[src/rtl/gate_alu_pkg.sv]
// gate_alu_pkg: shared op/state encodings and the bitwise op function
package gate_alu_pkg;
  localparam int MAXW = 64;
  typedef enum logic [2:0] {
    OP_AND  = 3'd0,
    OP_OR   = 3'd1,
    OP_XOR  = 3'd2,
    OP_NAND = 3'd3,
    OP_NOR  = 3'd4,
    OP_XNOR = 3'd5,
    OP_ANDN = 3'd6,
    OP_PASS = 3'd7
  } op_e;
  typedef enum logic [1:0] {
    IDLE  = 2'd0,
    ACCUM = 2'd1,
    EMIT  = 2'd2,
    DRAIN = 2'd3
  } state_e;
  // Operands are carried at MAXW bits; callers truncate to their own width.
  function automatic logic [MAXW-1:0] apply_op(op_e o, logic [MAXW-1:0] x, logic [MAXW-1:0] z);
    logic [MAXW-1:0] r;
    case (o)
      OP_AND:  r = x & z;
      OP_OR:   r = x | z;
      OP_XOR:  r = x ^ z;
      OP_NAND: r = ~(x & z);
      OP_NOR:  r = ~(x | z);
      OP_XNOR: r = ~(x ^ z);
      OP_ANDN: r = x & ~z;
      default: r = x;
    endcase
    return r;
  endfunction
endpackage

[src/rtl/gate_alu_pipe_op.sv]
// gate_op_bitwise: combinational WIDTH-bit bitwise op unit
module gate_op_bitwise
  import gate_alu_pkg::*;
#(
  parameter int WIDTH = 8
) (
  input  logic [2:0]       op,
  input  logic [WIDTH-1:0] x,
  input  logic [WIDTH-1:0] z,
  output logic [WIDTH-1:0] r
);
  assign r = WIDTH'(apply_op(op_e'(op), MAXW'(x), MAXW'(z)));
endmodule

[src/rtl/gate_alu_pipe.sv]
// gate_alu_pipe: registered bitwise ALU with element and burst-reduce modes
module gate_alu_pipe
  import gate_alu_pkg::*;
#(
  parameter int WIDTH = 8,
  parameter int MAX_BEATS = 16,
  localparam int CW = $clog2(MAX_BEATS + 1)
) (
  input  logic             clk,
  input  logic             rst_n,
  input  logic             in_valid,
  output logic             in_ready,
  input  logic [WIDTH-1:0] a,
  input  logic [WIDTH-1:0] b,
  input  logic [2:0]       op,
  input  logic             mode,
  input  logic             in_last,
  output logic             out_valid,
  input  logic             out_ready,
  output logic [WIDTH-1:0] y,
  output logic [CW-1:0]    out_count,
  output logic             overflow
);
  state_e state, state_n;
  logic [2:0] op_l, op_n, op_sel;
  logic mode_l, mode_n, fold, accept, emit;
  logic [WIDTH-1:0] acc, acc_n, y_n, x_sel, z_sel, r;
  logic [CW-1:0] cnt, cnt_n, cnt_inc, count_n;
  logic ovf_n, valid_n;

  // Inside a burst the op folds the accumulator with a; otherwise it combines a with b.
  assign fold    = mode_l & (state == ACCUM);
  assign op_sel  = fold ? op_l : op;
  assign x_sel   = fold ? acc : a;
  assign z_sel   = fold ? a : b;
  assign in_ready = (state == IDLE) ? (~out_valid | out_ready) : (state != EMIT);
  assign accept  = in_valid & in_ready;
  assign emit    = out_valid & out_ready;
  assign cnt_inc = cnt + CW'(1);

  gate_op_bitwise #(.WIDTH(WIDTH)) u_op (
    .op(op_sel),
    .x (x_sel),
    .z (z_sel),
    .r (r)
  );

  // Next-state and next-output logic; the result is loaded into y the cycle a burst completes.
  always_comb begin
    state_n = state;
    op_n    = op_l;
    mode_n  = mode_l;
    acc_n   = acc;
    cnt_n   = cnt;
    y_n     = y;
    count_n = out_count;
    ovf_n   = overflow;
    valid_n = out_valid;
    case (state)
      IDLE: begin
        if (emit) valid_n = 1'b0;
        if (accept && !mode) begin
          y_n     = r;
          count_n = CW'(1);
          ovf_n   = 1'b0;
          valid_n = 1'b1;
        end
        if (accept && mode) begin
          op_n   = op;
          mode_n = 1'b1;
          acc_n  = r;
          cnt_n  = CW'(1);
          if (in_last || MAX_BEATS == 1) begin
            state_n = EMIT;
            y_n     = r;
            count_n = CW'(1);
            ovf_n   = ~in_last;
            valid_n = 1'b1;
          end else begin
            state_n = ACCUM;
          end
        end
      end
      ACCUM: begin
        if (accept) begin
          acc_n = r;
          cnt_n = cnt_inc;
          if (in_last || cnt_inc == CW'(MAX_BEATS)) begin
            state_n = EMIT;
            y_n     = r;
            count_n = cnt_inc;
            ovf_n   = ~in_last;
            valid_n = 1'b1;
          end
        end
      end
      EMIT: begin
        if (emit) begin
          valid_n = 1'b0;
          state_n = overflow ? DRAIN : IDLE;
        end
      end
      DRAIN: begin
        if (accept && in_last) state_n = IDLE;
      end
      default: state_n = IDLE;
    endcase
  end

  // State and output registers, cleared asynchronously.
  always_ff @(posedge clk or negedge rst_n) begin
    if (!rst_n) begin
      state     <= IDLE;
      op_l      <= 3'd0;
      mode_l    <= 1'b0;
      acc       <= '0;
      cnt       <= '0;
      y         <= '0;
      out_count <= '0;
      overflow  <= 1'b0;
      out_valid <= 1'b0;
    end else begin
      state     <= state_n;
      op_l      <= op_n;
      mode_l    <= mode_n;
      acc       <= acc_n;
      cnt       <= cnt_n;
      y         <= y_n;
      out_count <= count_n;
      overflow  <= ovf_n;
      out_valid <= valid_n;
    end
  end
endmodule

[config.mk]
export PLATFORM = sky130hd
export DESIGN_NAME = gate_alu_pipe
export DESIGN_NICKNAME = d
export VERILOG_FILES = /design/src/rtl/gate_alu_pkg.sv /design/src/rtl/gate_alu_pipe_op.sv /design/src/rtl/gate_alu_pipe.sv
export SDC_FILE = /design/constraint.sdc
export NUM_CORES = 1
export LEC_CHECK = 0
export ABC_AREA = 1
export CAP_MARGIN = 20
export CORE_MARGIN = 2
export CORE_UTILIZATION = 55
export CTS_BUF_LIST = sky130_fd_sc_hd__clkbuf_2
export DETAILED_ROUTE_END_ITERATION = 6
export PLACE_DENSITY = 0.79
export SLEW_MARGIN = 20
export SYNTH_ARGS = -nofsm -noshare
export SYNTH_HDL_FRONTEND = slang
export SYNTH_SLANG_ARGS = --single-unit
[constraint.sdc]
create_clock -name clk -period 4.45 [get_ports clk]
set_input_delay 0.89 -clock clk [delete_from_list [all_inputs] [get_ports clk]]
set_output_delay 0.89 -clock clk [all_outputs]
set_load 0.02 [all_outputs]
Word-level counts from Yosys, hierarchy flattened --
Cells that the tools add are included.
Operators by class: shift operators 0, bitwise operators 14, mux-type cells 44, divide/modulo/power cells 0, equal/unequal tests 16, add/subtract/negate cells 1, reductions and logical operators 14, order comparisons 0, multiply operators 0
Operators with widths (count):
- $mux W8 | 9
- $pmux W8 S7 | 1
- $mux W5 | 7
- $not A8 Y8 | 4
- $pmux W8 S2 | 2
- $pmux W5 S2 | 2
- $and A8 B8 Y8 | 2
- $mux W2 | 7
- $mux W1 | 12
- $eq A3 B3 Y1 const B | 3
- $reduce_and A3 Y1 | 3
- $ne A2 B2 Y1 const B | 4
- $or A8 B8 Y8 | 1
- $pmux W2 S4 | 1
- $xor A8 B8 Y8 | 1
- $eq A3 B2 Y1 const B | 2
- $add A5 B1 Y5 const B | 1
- $eq A5 B5 Y1 const B | 1
- $reduce_and A5 Y1 | 1
- $eq A2 B2 Y1 const B | 2
- $ne A2 B1 Y1 const B | 2
- $and A1 B1 Y1 | 3
- $eq A3 B1 Y1 const B | 1
- $logic_and A1 B1 Y1 | 3
- 13 further kinds | 14
Word-level totals: bits in writable memories 0, register bits 34, latch bits 0, memories kept 0, output and inout bits 16, bits in read-only memories 0

Depth between registers and ports, before layout --
depth in word-level cells 10, gate-level depth with buffers 15

Cells and area by module --
A second synthesis with hierarchy kept.
Unflattened totals: cell total of the unflattened synthesis 408, area total of the unflattened synthesis 3036.7 um2
Modules (own cells, without submodules):
- gate_alu_pipe | area each 2001.9 um2, times used 1, seq. area each 850.8 um2, cells each 224
- gate_op_bitwise | area each 1034.7 um2, times used 1, seq. area each 0.0 um2, cells each 184

Worst setup path after synthesis --
No wires, ideal clock.
path kind input port to output port, from input out_ready, to output in_ready, stages 2, data arrival time 1480 ps, path slack 2080 ps, path through nor2_1 > a21boi_0
On the way: word-level cells in the longest chain between the ends 2
Ends and longest elaborated chain:
- start, declared | line gate_alu_pipe.sv:19 | input logic out_ready,
- $or A1 B1 Y1 | line gate_alu_pipe.sv:36 | assign in_ready = (state == IDLE) ? (~out_valid | out_ready) : (state != EMIT);
- $mux W1 | line gate_alu_pipe.sv:36
- end, declared | line gate_alu_pipe.sv:12 | output logic in_ready,
No other way between the ends.

Worst setup path in the final report --
Ends and elaborated chain as after synthesis.

==> impl_metrics.toml <==
[clock_network]
clk_latency_ns = 0.38
cts_buffers = 5
post_cts_buffers = 0
cts_hold_buffers = 0
cts_tree = "built"
clk_pin_slew_ns = 0.18
h-tree-depth = 2
clk_path_buf_depth = 2
post_cts_resize_count = 0
cts.sinks = 34
root_buffer = "clkbuf_2"

[floorplanning]
die_w_um = 78.9
core_um2 = 5470
rows = 27
die_y_um = 78.9
start_util = 0.564
dieArea_um2 = 6230
ios = 41

[timing]
slew_headroom = 0.507
finalHoldViolCount = 0
finalSetupViolCount = 0
layout_worst_path_cycle_share = 0.715
slew_violations = 0
tightest_slew_ns = 0.740
tns_ns = 0
rsz0062_at_grt = "no"
clock_skew_ns = 0.0154
whs_ns = 0.500
max_freq_mhz = 314
period_minus_slack_ns = 3.18

[logic_synthesis]
synthCells = 519
synth_nets = 550
synth_cell_type_count = 31
synth_top_cell_by_area = "dfrtp_1"
syn_area_um2 = 3090
synth_edf_count = 0
syn_avg_cell_area_um2 = 5.95
ys_async_sr_fraction = 1.00
synth-seq-cells = 34
yosysMostFrequentCell = "nand2_1"
synth_common_cells = "nand2_1 (226), nand3_1 (80), inv_1 (55)"
ys.flop_type = "dfrtp_1"
synth_area_leaders = "dfrtp_1 (28%), nand2_1 (27%), nand3_1 (13%)"
yosys.area.top_type_share = 0.275
synth-warning-count = 0
ys_seq_area_frac = 0.275

[pwr]
p_int_mw = 0.919
vdd_ir_drop_max_uv = 436
clockPowerShare = 0.071
power_mw = 2.02
swShare = 0.545
power_frac_seq = 0.256
power_density_nw_per_um2 = 576
p_comb_frac = 0.673
p_leak_nw = 1.97
p_switching_mw = 1.10

[cells_and_area]
fin_cells = 624
nets = 582
design_area_um2 = 3500
drive_gt1_frac = 0.0634
antennaDiodeCount = 0
areaGrowthSynthToFinish_pct = 13.4

[drt]
drc = 0
drtIter0Drc = 239
vias = 3188
finalWirelength_um = 7450
first_pass_iters = 4
wl_per_cell_um = 11.9
vias_per_cell = 5.11
postRouteAntennaNets = 0

[setup_path]
critPathSlowestCell = "clkdlybuf4s50_1"
end_kind = "output pin"
slowest_delay_ns = 0.65
path_cells = "clkdlybuf4s50_1 > nor2_1 > a21boi_0 > clkdlybuf4s50_1"
worstPathArrival_ns = 2.29
cp_max_fo = 3
path_buf_inv = 2
cp_top_family = "buffers and inverters"
startpoint_type = "input pin"
worstSetupPathType = "input pin to output pin"
crit_top_cell = "clkdlybuf4s50_1"
required_ns = 3.56

[global_route]
antenna_found_initial = 0
grt_pass1_wl_um = 12800
gr-usage-all-layers = 0.254
grt_max_degree = 44
grt_pass1_vias = 2970
overflow = 0

[placed_design]
gp_congestion = 0.848
post_dp_cell_area_um2 = 3460
dp.cells = 616
io_buffers = 40
hpwl_um = 5440

[flow_run]
drv_cap = 0

[status]
status = "completed"

[worst_hold_path]
hold_class = "flip-flop to flip-flop"
[power by group through the flow]
| stage | clock network, mW | registers, mW | logic (mW) |
|---|---|---|---|
| floorplan | 0 | 0.559 | 0.980 |
| global placement | 0 | 0.517 | 1.32 |
| detailed placement | 0 | 0.520 | 1.35 |
| CTS | 0.149 | 0.515 | 1.36 |
| global route | 0.162 | 0.528 | 1.55 |
| finish | 0.144 | 0.516 | 1.36 |
[logic make-up after synthesis]
family          count (synthesis)  synth area share
buf+inv                        77             0.117
xor+xnor                        1           0.00284
flops                          34             0.275
simple gates                  374             0.534
compound gates                 27            0.0466
fa+ha+maj                       6            0.0243
[flip-flops by register name, summed over array words and instances, names as in the netlist]
| signal | count |
|---|---|
| op_l | 3 |
| mode_l | 1 |
| state | 2 |
| acc | 8 |
| out_valid | 1 |
| out_count | 5 |
| y | 8 |
| cnt | 5 |
| overflow | 1 |
[layer usage]
metal,wire (um),up-vias,GRT usage
met4,30,0,0.0586
met1,3370,1438,0.325
met3,302,4,0.0318
li1,-,1679,-
met5,0,-,0
met2,3750,67,0.457
[worst register-to-register path, stage by stage, from the launching register on]
cell and delay [ns]:
dfrtp_1 0.47, inv_1 0.10, ha_1 0.22, buf_4 0.45
inv_1 0.24, nand2_1 0.14, nand2_1 0.07, inv_2 0.05
nand2_1 0.26, inv_1 0.44, nand3_1 0.13, o21a_1 0.13
[worst paths after layout]
path                            slack [ns]    startpoint  depth (start not counted)      endpoint
worst max-delay path                  1.27     out_ready                          4      in_ready
worst min-delay path                  0.50  out_count[2]                          2  out_count[2]
worst max register to register        1.68      state[1]                         11        cnt[0]
worst min register to register        0.50  out_count[2]                          2  out_count[2]
max in group asynchronous             3.26         rst_n                          2       op_l[0]
min in group asynchronous             0.87         rst_n                          2          y[1]
[per-stage QoR]
step / setup slack [ns] / utilization
global placement: 1.29 / 0.633
finish: 1.27 / 0.640
global route: 1.11 / 0.640
floorplan: 2.08 / -
detailed placement: 1.26 / 0.633
CTS: 1.25 / 0.640
[layout make-up]
class                           count  area [um^2]
Clock buffer                        5         25.0
Multi-Input combinational cell    408         1880
Clock inverter                      3         16.3
Inverter                           59          221
Fill cell                         547         1970
Timing Repair Buffer               43          423
Tap cell                           72         90.1
Sequential cell                    34          851
[cell usage in the layout, fill, tap and decap left out, drive strengths merged]
master         Yosys  layout
dfrtp             34      34
nand3             85      85
inv               58      58
ha                 6       6
nor2              47      47
o21a               1       1
o21bai             1       1
nor3               2       2
xor2               1       1
clkbuf             1       5
nand2            238     238
a21oi              4       4
nand4              2       2
a21boi             1       1
clkdlybuf4s50      0      40
o22ai              1       1
o21ai             19      19
buf               17       3
clkinv             1       3
clkinvlp           0       1
No activity file was read; power rests on OpenSTA's default activity.
